<file path="src/rtl/sram16_ctrl.sv">
// Request-edge driven controller for an asynchronous 16-bit SRAM with byte lanes.
// Define SRAM16_RD_CACHE_EN to add a one-word read cache.
module sram16_ctrl #(
    parameter int unsigned WAIT = 2
) (
    input  logic        CLK,
    input  logic        RESET,
    input  logic [23:0] ADDR,
    input  logic [15:0] DIN,
    input  logic        DIN_SIZE,
    input  logic        OE_n,
    input  logic        WE_n,
    input  logic        RFSH_n,
    output logic [15:0] DOUT,
    output logic        ACK_n,
    output logic [22:0] SRAM_ADDR,
    output logic [15:0] SRAM_DQ_O,
    input  logic [15:0] SRAM_DQ_I,
    output logic        SRAM_DQ_OE,
    output logic        SRAM_CE_n,
    output logic        SRAM_OE_n,
    output logic        SRAM_WE_n,
    output logic        SRAM_LB_n,
    output logic        SRAM_UB_n
);

    localparam int unsigned CNT_W = 4;

    typedef enum logic [2:0] {S_IDLE, S_SETUP, S_ACCESS, S_DONE, S_RFSH} state_t;

    state_t             state, next_state;
    logic               oe_prev, we_prev, rfsh_prev;
    logic               oe_edge_c, we_edge_c, rfsh_edge_c;
    logic [23:0]        lat_addr;
    logic [15:0]        lat_din;
    logic               lat_size, lat_wr;
    logic [CNT_W-1:0]   cnt;
    logic               hit_c, hit_q;
    logic [15:0]        cache_word_c;

    logic [23:0]        req_addr;
    logic [15:0]        req_din;
    logic               req_size, req_wr, req_hit, req_lb_n, req_ub_n;

    logic               ce_n_d, oe_n_d, we_n_d, lb_n_d, ub_n_d, dq_oe_d, ack_n_d;
    logic [22:0]        addr_d;
    logic [15:0]        dq_o_d, dout_d;

    function automatic logic [15:0] lane_fmt(input logic [15:0] d, input logic size,
                                             input logic lane);
        return size ? d : {8'h00, (lane ? d[15:8] : d[7:0])};
    endfunction

    assign oe_edge_c   = oe_prev   & ~OE_n;
    assign we_edge_c   = we_prev   & ~WE_n;
    assign rfsh_edge_c = rfsh_prev & ~RFSH_n;

`ifdef SRAM16_RD_CACHE_EN
    logic [22:0] tag_q;
    logic [15:0] cdata_q;
    logic        cvalid_q;

    // A read only hits when no write edge pre-empts it.
    assign hit_c        = oe_edge_c & ~we_edge_c & cvalid_q & (ADDR[23:1] == tag_q);
    assign cache_word_c = lane_fmt(cdata_q, DIN_SIZE, ADDR[0]);

    always_ff @(posedge CLK) begin
        if (RESET) begin
            tag_q    <= '0;
            cdata_q  <= '0;
            cvalid_q <= 1'b0;
            hit_q    <= 1'b0;
        end else begin
            if (state == S_IDLE)
                hit_q <= hit_c;
            if (state == S_IDLE && we_edge_c && ADDR[23:1] == tag_q)
                cvalid_q <= 1'b0;
            else if (state == S_ACCESS && next_state == S_DONE && !lat_wr) begin
                tag_q    <= lat_addr[23:1];
                cdata_q  <= SRAM_DQ_I;
                cvalid_q <= 1'b1;
            end
        end
    end
`else
    assign hit_c        = 1'b0;
    assign hit_q        = 1'b0;
    assign cache_word_c = '0;
`endif

    // State register
    always_ff @(posedge CLK) begin
        if (RESET) state <= S_IDLE;
        else       state <= next_state;
    end

    // Next-state logic; edges outside IDLE are ignored
    always_comb begin
        next_state = state;
        unique case (state)
            S_IDLE: begin
                if (we_edge_c || oe_edge_c) next_state = hit_c ? S_DONE : S_SETUP;
                else if (rfsh_edge_c)       next_state = S_RFSH;
            end
            S_SETUP:  next_state = S_ACCESS;
            S_ACCESS: if (cnt == CNT_W'(WAIT - 1)) next_state = S_DONE;
            S_DONE:   next_state = S_IDLE;
            S_RFSH:   next_state = S_IDLE;
            default:  next_state = S_IDLE;
        endcase
    end

    // Edge history, request latches and wait counter
    always_ff @(posedge CLK) begin
        if (RESET) begin
            oe_prev   <= 1'b1;
            we_prev   <= 1'b1;
            rfsh_prev <= 1'b1;
            lat_addr  <= '0;
            lat_din   <= '0;
            lat_size  <= 1'b0;
            lat_wr    <= 1'b0;
            cnt       <= '0;
        end else begin
            oe_prev   <= OE_n;
            we_prev   <= WE_n;
            rfsh_prev <= RFSH_n;
            if (state == S_IDLE && next_state != S_IDLE) begin
                lat_addr <= ADDR;
                lat_din  <= DIN;
                lat_size <= DIN_SIZE;
                lat_wr   <= we_edge_c;
            end
            cnt <= (state == S_ACCESS && next_state == S_ACCESS) ? cnt + CNT_W'(1) : '0;
        end
    end

    // In IDLE the request being accepted comes straight from the inputs
    always_comb begin
        req_addr = (state == S_IDLE) ? ADDR      : lat_addr;
        req_din  = (state == S_IDLE) ? DIN       : lat_din;
        req_size = (state == S_IDLE) ? DIN_SIZE  : lat_size;
        req_wr   = (state == S_IDLE) ? we_edge_c : lat_wr;
        req_hit  = (state == S_IDLE) ? hit_c     : hit_q;
        req_lb_n = ~(req_size | ~req_addr[0]);
        req_ub_n = ~(req_size |  req_addr[0]);
    end

    // Output decode from the upcoming state so the pins are registered
    always_comb begin
        ce_n_d  = 1'b1;
        oe_n_d  = 1'b1;
        we_n_d  = 1'b1;
        lb_n_d  = 1'b1;
        ub_n_d  = 1'b1;
        dq_oe_d = 1'b0;
        ack_n_d = 1'b1;
        addr_d  = SRAM_ADDR;
        dq_o_d  = SRAM_DQ_O;
        dout_d  = DOUT;
        unique case (next_state)
            S_SETUP: begin
                ce_n_d  = 1'b0;
                lb_n_d  = req_lb_n;
                ub_n_d  = req_ub_n;
                dq_oe_d = req_wr;
                ack_n_d = 1'b0;
                addr_d  = req_addr[23:1];
                if (req_wr) dq_o_d = req_size ? req_din : {req_din[7:0], req_din[7:0]};
            end
            S_ACCESS: begin
                ce_n_d  = 1'b0;
                lb_n_d  = req_lb_n;
                ub_n_d  = req_ub_n;
                oe_n_d  = req_wr;
                we_n_d  = ~req_wr;
                dq_oe_d = req_wr;
                ack_n_d = 1'b0;
            end
            S_DONE: begin
                ack_n_d = 1'b0;
                if (!req_hit) begin
                    ce_n_d  = 1'b0;
                    lb_n_d  = req_lb_n;
                    ub_n_d  = req_ub_n;
                    dq_oe_d = req_wr;
                end
                if (state == S_ACCESS && !lat_wr)
                    dout_d = lane_fmt(SRAM_DQ_I, lat_size, lat_addr[0]);
                else if (state == S_IDLE && req_hit)
                    dout_d = cache_word_c;
            end
            S_RFSH:  ack_n_d = 1'b0;
            default: ;
        endcase
    end

    // Output register
    always_ff @(posedge CLK) begin
        if (RESET) begin
            SRAM_CE_n  <= 1'b1;
            SRAM_OE_n  <= 1'b1;
            SRAM_WE_n  <= 1'b1;
            SRAM_LB_n  <= 1'b1;
            SRAM_UB_n  <= 1'b1;
            SRAM_DQ_OE <= 1'b0;
            ACK_n      <= 1'b1;
            SRAM_ADDR  <= '0;
            SRAM_DQ_O  <= '0;
            DOUT       <= '0;
        end else begin
            SRAM_CE_n  <= ce_n_d;
            SRAM_OE_n  <= oe_n_d;
            SRAM_WE_n  <= we_n_d;
            SRAM_LB_n  <= lb_n_d;
            SRAM_UB_n  <= ub_n_d;
            SRAM_DQ_OE <= dq_oe_d;
            ACK_n      <= ack_n_d;
            SRAM_ADDR  <= addr_d;
            SRAM_DQ_O  <= dq_o_d;
            DOUT       <= dout_d;
        end
    end

endmodule

</file>
<file path="config.mk">
export PLATFORM = sky130hd
export DESIGN_NAME = sram16_ctrl
export DESIGN_NICKNAME = d
export VERILOG_FILES = /design/src/rtl/sram16_ctrl.sv
export SDC_FILE = /design/constraint.sdc
export NUM_CORES = 1
export LEC_CHECK = 0
export CELL_PAD_IN_SITES_DETAIL_PLACEMENT = 0
export CELL_PAD_IN_SITES_GLOBAL_PLACEMENT = 1
export CORE_UTILIZATION = 31
export CTS_BUF_LIST = sky130_fd_sc_hd__clkbuf_4
export DETAILED_ROUTE_END_ITERATION = 7
export PLACE_DENSITY_LB_ADDON = 0.1
export SLEW_MARGIN = 0
export SYNTH_ARGS = -nofsm -noshare
export SYNTH_HDL_FRONTEND = slang
export SYNTH_SLANG_ARGS = --single-unit
</file>
<file path="constraint.sdc">
create_clock -name CLK -period 1.9 [get_ports CLK]
set_input_delay 0.57 -clock CLK [delete_from_list [all_inputs] [get_ports CLK]]
set_output_delay 0.57 -clock CLK [all_outputs]
set_load 0.01 [all_outputs]
</file>
==> impl_metrics.csv <==
group,metric,value,unit
synth,netlist_area,0.00289,mm^2
cts,cts_max_level,3,
layout,fillers,898,
drt,drc,10,
drt,drtIter0Drc,104,
synth,avgSynthCellArea,8.85,um^2
layout,syn_to_final_growth,54.1,%
layout,multi_input_area,0.00123,mm^2
placement,place_congestion,0.724,
drt,routed_wl,7430,um
drt,ant_nets,0,
global_route,grt_use_total,16.0,%
cts,hold_buffers,0,
global_route,grt_pass1_wl,12300,um
floorplanning,core.rowCount,34,
cts,numCtsBuffers,9,
sta,clock.fmax,552,MHz
global_route,grt-ovfl-total,0,
floorplanning,die-area,0.00970,mm^2
power,vdd_drop_max,0.367,mV
layout,seqCellArea,0.00150,mm^2
sta,slew_headroom,70.1,%
cts,insertion_delay,0.40,ns
worst_setup_path,max_stage_delay,0.52,ns
floorplanning,initial_utilization,32.6,%
synth,synth_warnings,0,
cts,clock-sinks,75,
worst_setup_path,cp_max_fo,1,
global_route,grt_pass1_vias,2573,
worst_setup_path,worst-path-buf-inv,1,
worst_setup_path,slowest_stage,"clkdlybuf4s50_1",
status,violations,"DRC",
synth,synthTopCellsByArea,"dfxtp_1 (52%), nand2_1 (9.9%), a21oi_1 (7.6%)",
placement,place_hpwl,5200,um
worst_setup_path,startpoint_type,"flop",
power,powerDensity,823,mW/mm^2
drt,routedWlPerCell,13.4,um
power,leakage,2.21,nW
synth,ys_ff_latch,75,
sta,slew_viol_final,0,
status,status,"complete, but fails checks",
synth,seq_area_frac_synth,52.0,%
placement,io_buffers,123,
run,cap_violations,0,
drt,via_count,2590,
worst_setup_path,setup.worst_path.class,"reg2out",
floorplanning,coreArea,0.00885,mm^2
sta,hold_viol,0,
drt,drtPass1Iterations,8,
floorplanning,ios,124,
sta,finalSetupViolations,0,
cts,cts_max_path_buffers,2,
floorplanning,die_w,98.5,um
layout,nets,507,
placement,pre_cts_ws,-0.127,ns
floorplanning,die_h,98.5,um
layout,design_area,0.00445,mm^2
hold_path,hp-class,"in2reg",
layout,final_cell_mix,"nand2_1 (76), dfxtp_1 (75), clkdlybuf4s50_1 (62), a21oi_1 (44)",
worst_setup_path,endpoint_kind,"output port",
cts,cts_tree,"yes",
sta,fin_crit,1.81,ns
sta,worst_slew_pin_slew,0.448,ns
layout,layout_commonest_cell,"nand2_1",
synth,synth_top_area_cell,"dfxtp_1",
synth,yosys.area.top_type_share,52.0,%
placement,place_area,0.00426,mm^2
worst_setup_path,crit_path_cell_trace,"clkdlybuf4s50_1",
worst_setup_path,cp_top_family,"buffers and inverters",
drt,vias_per_cell,4.66,
global_route,antenna_found_initial,0,
cts,clkTransAtPathRegs,0.12,ns
synth,synth.net_count,390,
worst_setup_path,worst-endpoint-arrival,1.24,ns
synth,syn_inst,326,
layout,diodes,0,
global_route,grt_start_max_net_pins,39,
sta,rsz0062_at_grt,"no",
sta,setup_slack,0.0880,ns
cts,root_buffer,"clkbuf_4",
sta,finClkSkew,0.0129,ns
worst_setup_path,cp.required,1.33,ns
layout,drive_above_1_share,8.71,%
synth,ys_types,36,
sta,finalCritPeriodShare,95.4,%
## state kept, by name, summed over array words and instances, names as in the netlist, 3 cells and up
register	flops
DOUT	16
SRAM_ADDR	23
SRAM_DQ_O	16
cnt	4
state	3
## path summary, 6_finish.rpt
| kind | startpoint | end | slack, ns | cells after the start |
|---|---|---|---|---|
| max reg2reg | state[0] | SRAM_DQ_O[15] | 0.30 | 5 |
| min | RESET | state[1] | 0.41 | 2 |
| min reg2reg | SRAM_ADDR[17] | SRAM_ADDR[17] | 0.46 | 2 |
| max | SRAM_DQ_OE | SRAM_DQ_OE | 0.09 | 1 |
## metal layers
metal | vias up | track usage (%) | part of all wire (%)
met5 | - | 0 | 0
met4 | 0 | 7.00 | 1.8
met3 | 11 | 5.32 | 7.3
met2 | 82 | 26.5 | 46
met1 | 1163 | 19.0 | 45
li1 | 1334 | - | -
## timing repair
action,4_1_cts,5_1_grt
endpoints found under the hold margin,0,0
pin swaps,0,0
resized for setup,30,30
buffers inserted,0,0
endpoints found under the setup margin,30,30
## layout make-up
type,count,share of cell area [%]
sequential,75,33.7
timing repair buffer,135,31.8
multi-input combinational,220,27.7
inverter,2,0.169
clock buffer,10,1.69
tap,108,3.04
clock inverter,6,1.80
## stage by stage
stage / power, mW / utilization [%] / cells / setup TNS (ns) / hold slack [ns]
finish: 3.66 / 50.3 / 556 / 0 / 0.412
global route: 3.89 / 50.3 / 556 / 0 / 0.381
CTS: 3.75 / 49.4 / 556 / 0 / 0.384
detailed placement: 2.67 / 48.1 / 540 / -2.91 / 0.446
global placement: 2.66 / 48.1 / 540 / -1.89 / 0.438
floorplan: 2.21 / - / 326 / 0 / 0.433
## where the power goes
group | internal [mW] | switching, mW | total, mW | leakage [nW]
clock | 0.539 | 0.552 | 1.09 | 0.0815
combinational | 0.427 | 0.379 | 0.806 | 1.52
sequential | 1.70 | 0.0718 | 1.77 | 0.614
total | 2.66 | 1.00 | 3.66 | 2.21
## Yosys cell counts
cell type   n
and2_1      2
o41ai_1     1
buf_4       2
nand2_1    76
o31ai_2     1
nor2b_1     3
o21ai_1     1
nor4b_1     1
o31a_1      2
nor3_1      1
o21a_1      1
nand4b_1    1
or3_1       2
nand3_1    11
or2_2       4
o211ai_1    1
xnor2_1     2
buf_1       1
ha_1        2
nand3b_1    1
nor2_1     23
buf_2       7
xor2_1      1
dfxtp_1    75
nor3_4      1
nand2b_1    2
mux2i_1    16
a211oi_1   13
a21oi_1    44
buf_6       3
o311ai_0    1
clkbuf_1   16
inv_1       2
and4b_1     1
nor3b_4     1
a211oi_2    4
## cell families after synthesis
kind of cell / after synthesis / synth area share [%]
and+or+nand+nor: 130 / 20.2
DFF: 75 / 52.0
AOI/OAI and AO/OA: 69 / 15.1
buffers and inverters: 31 / 5.37
muxes: 16 / 5.55
xor gates and xnor gates: 3 / 0.910
adders and majority gates: 2 / 0.867
No activity file was read; power rests on OpenSTA's default activity.
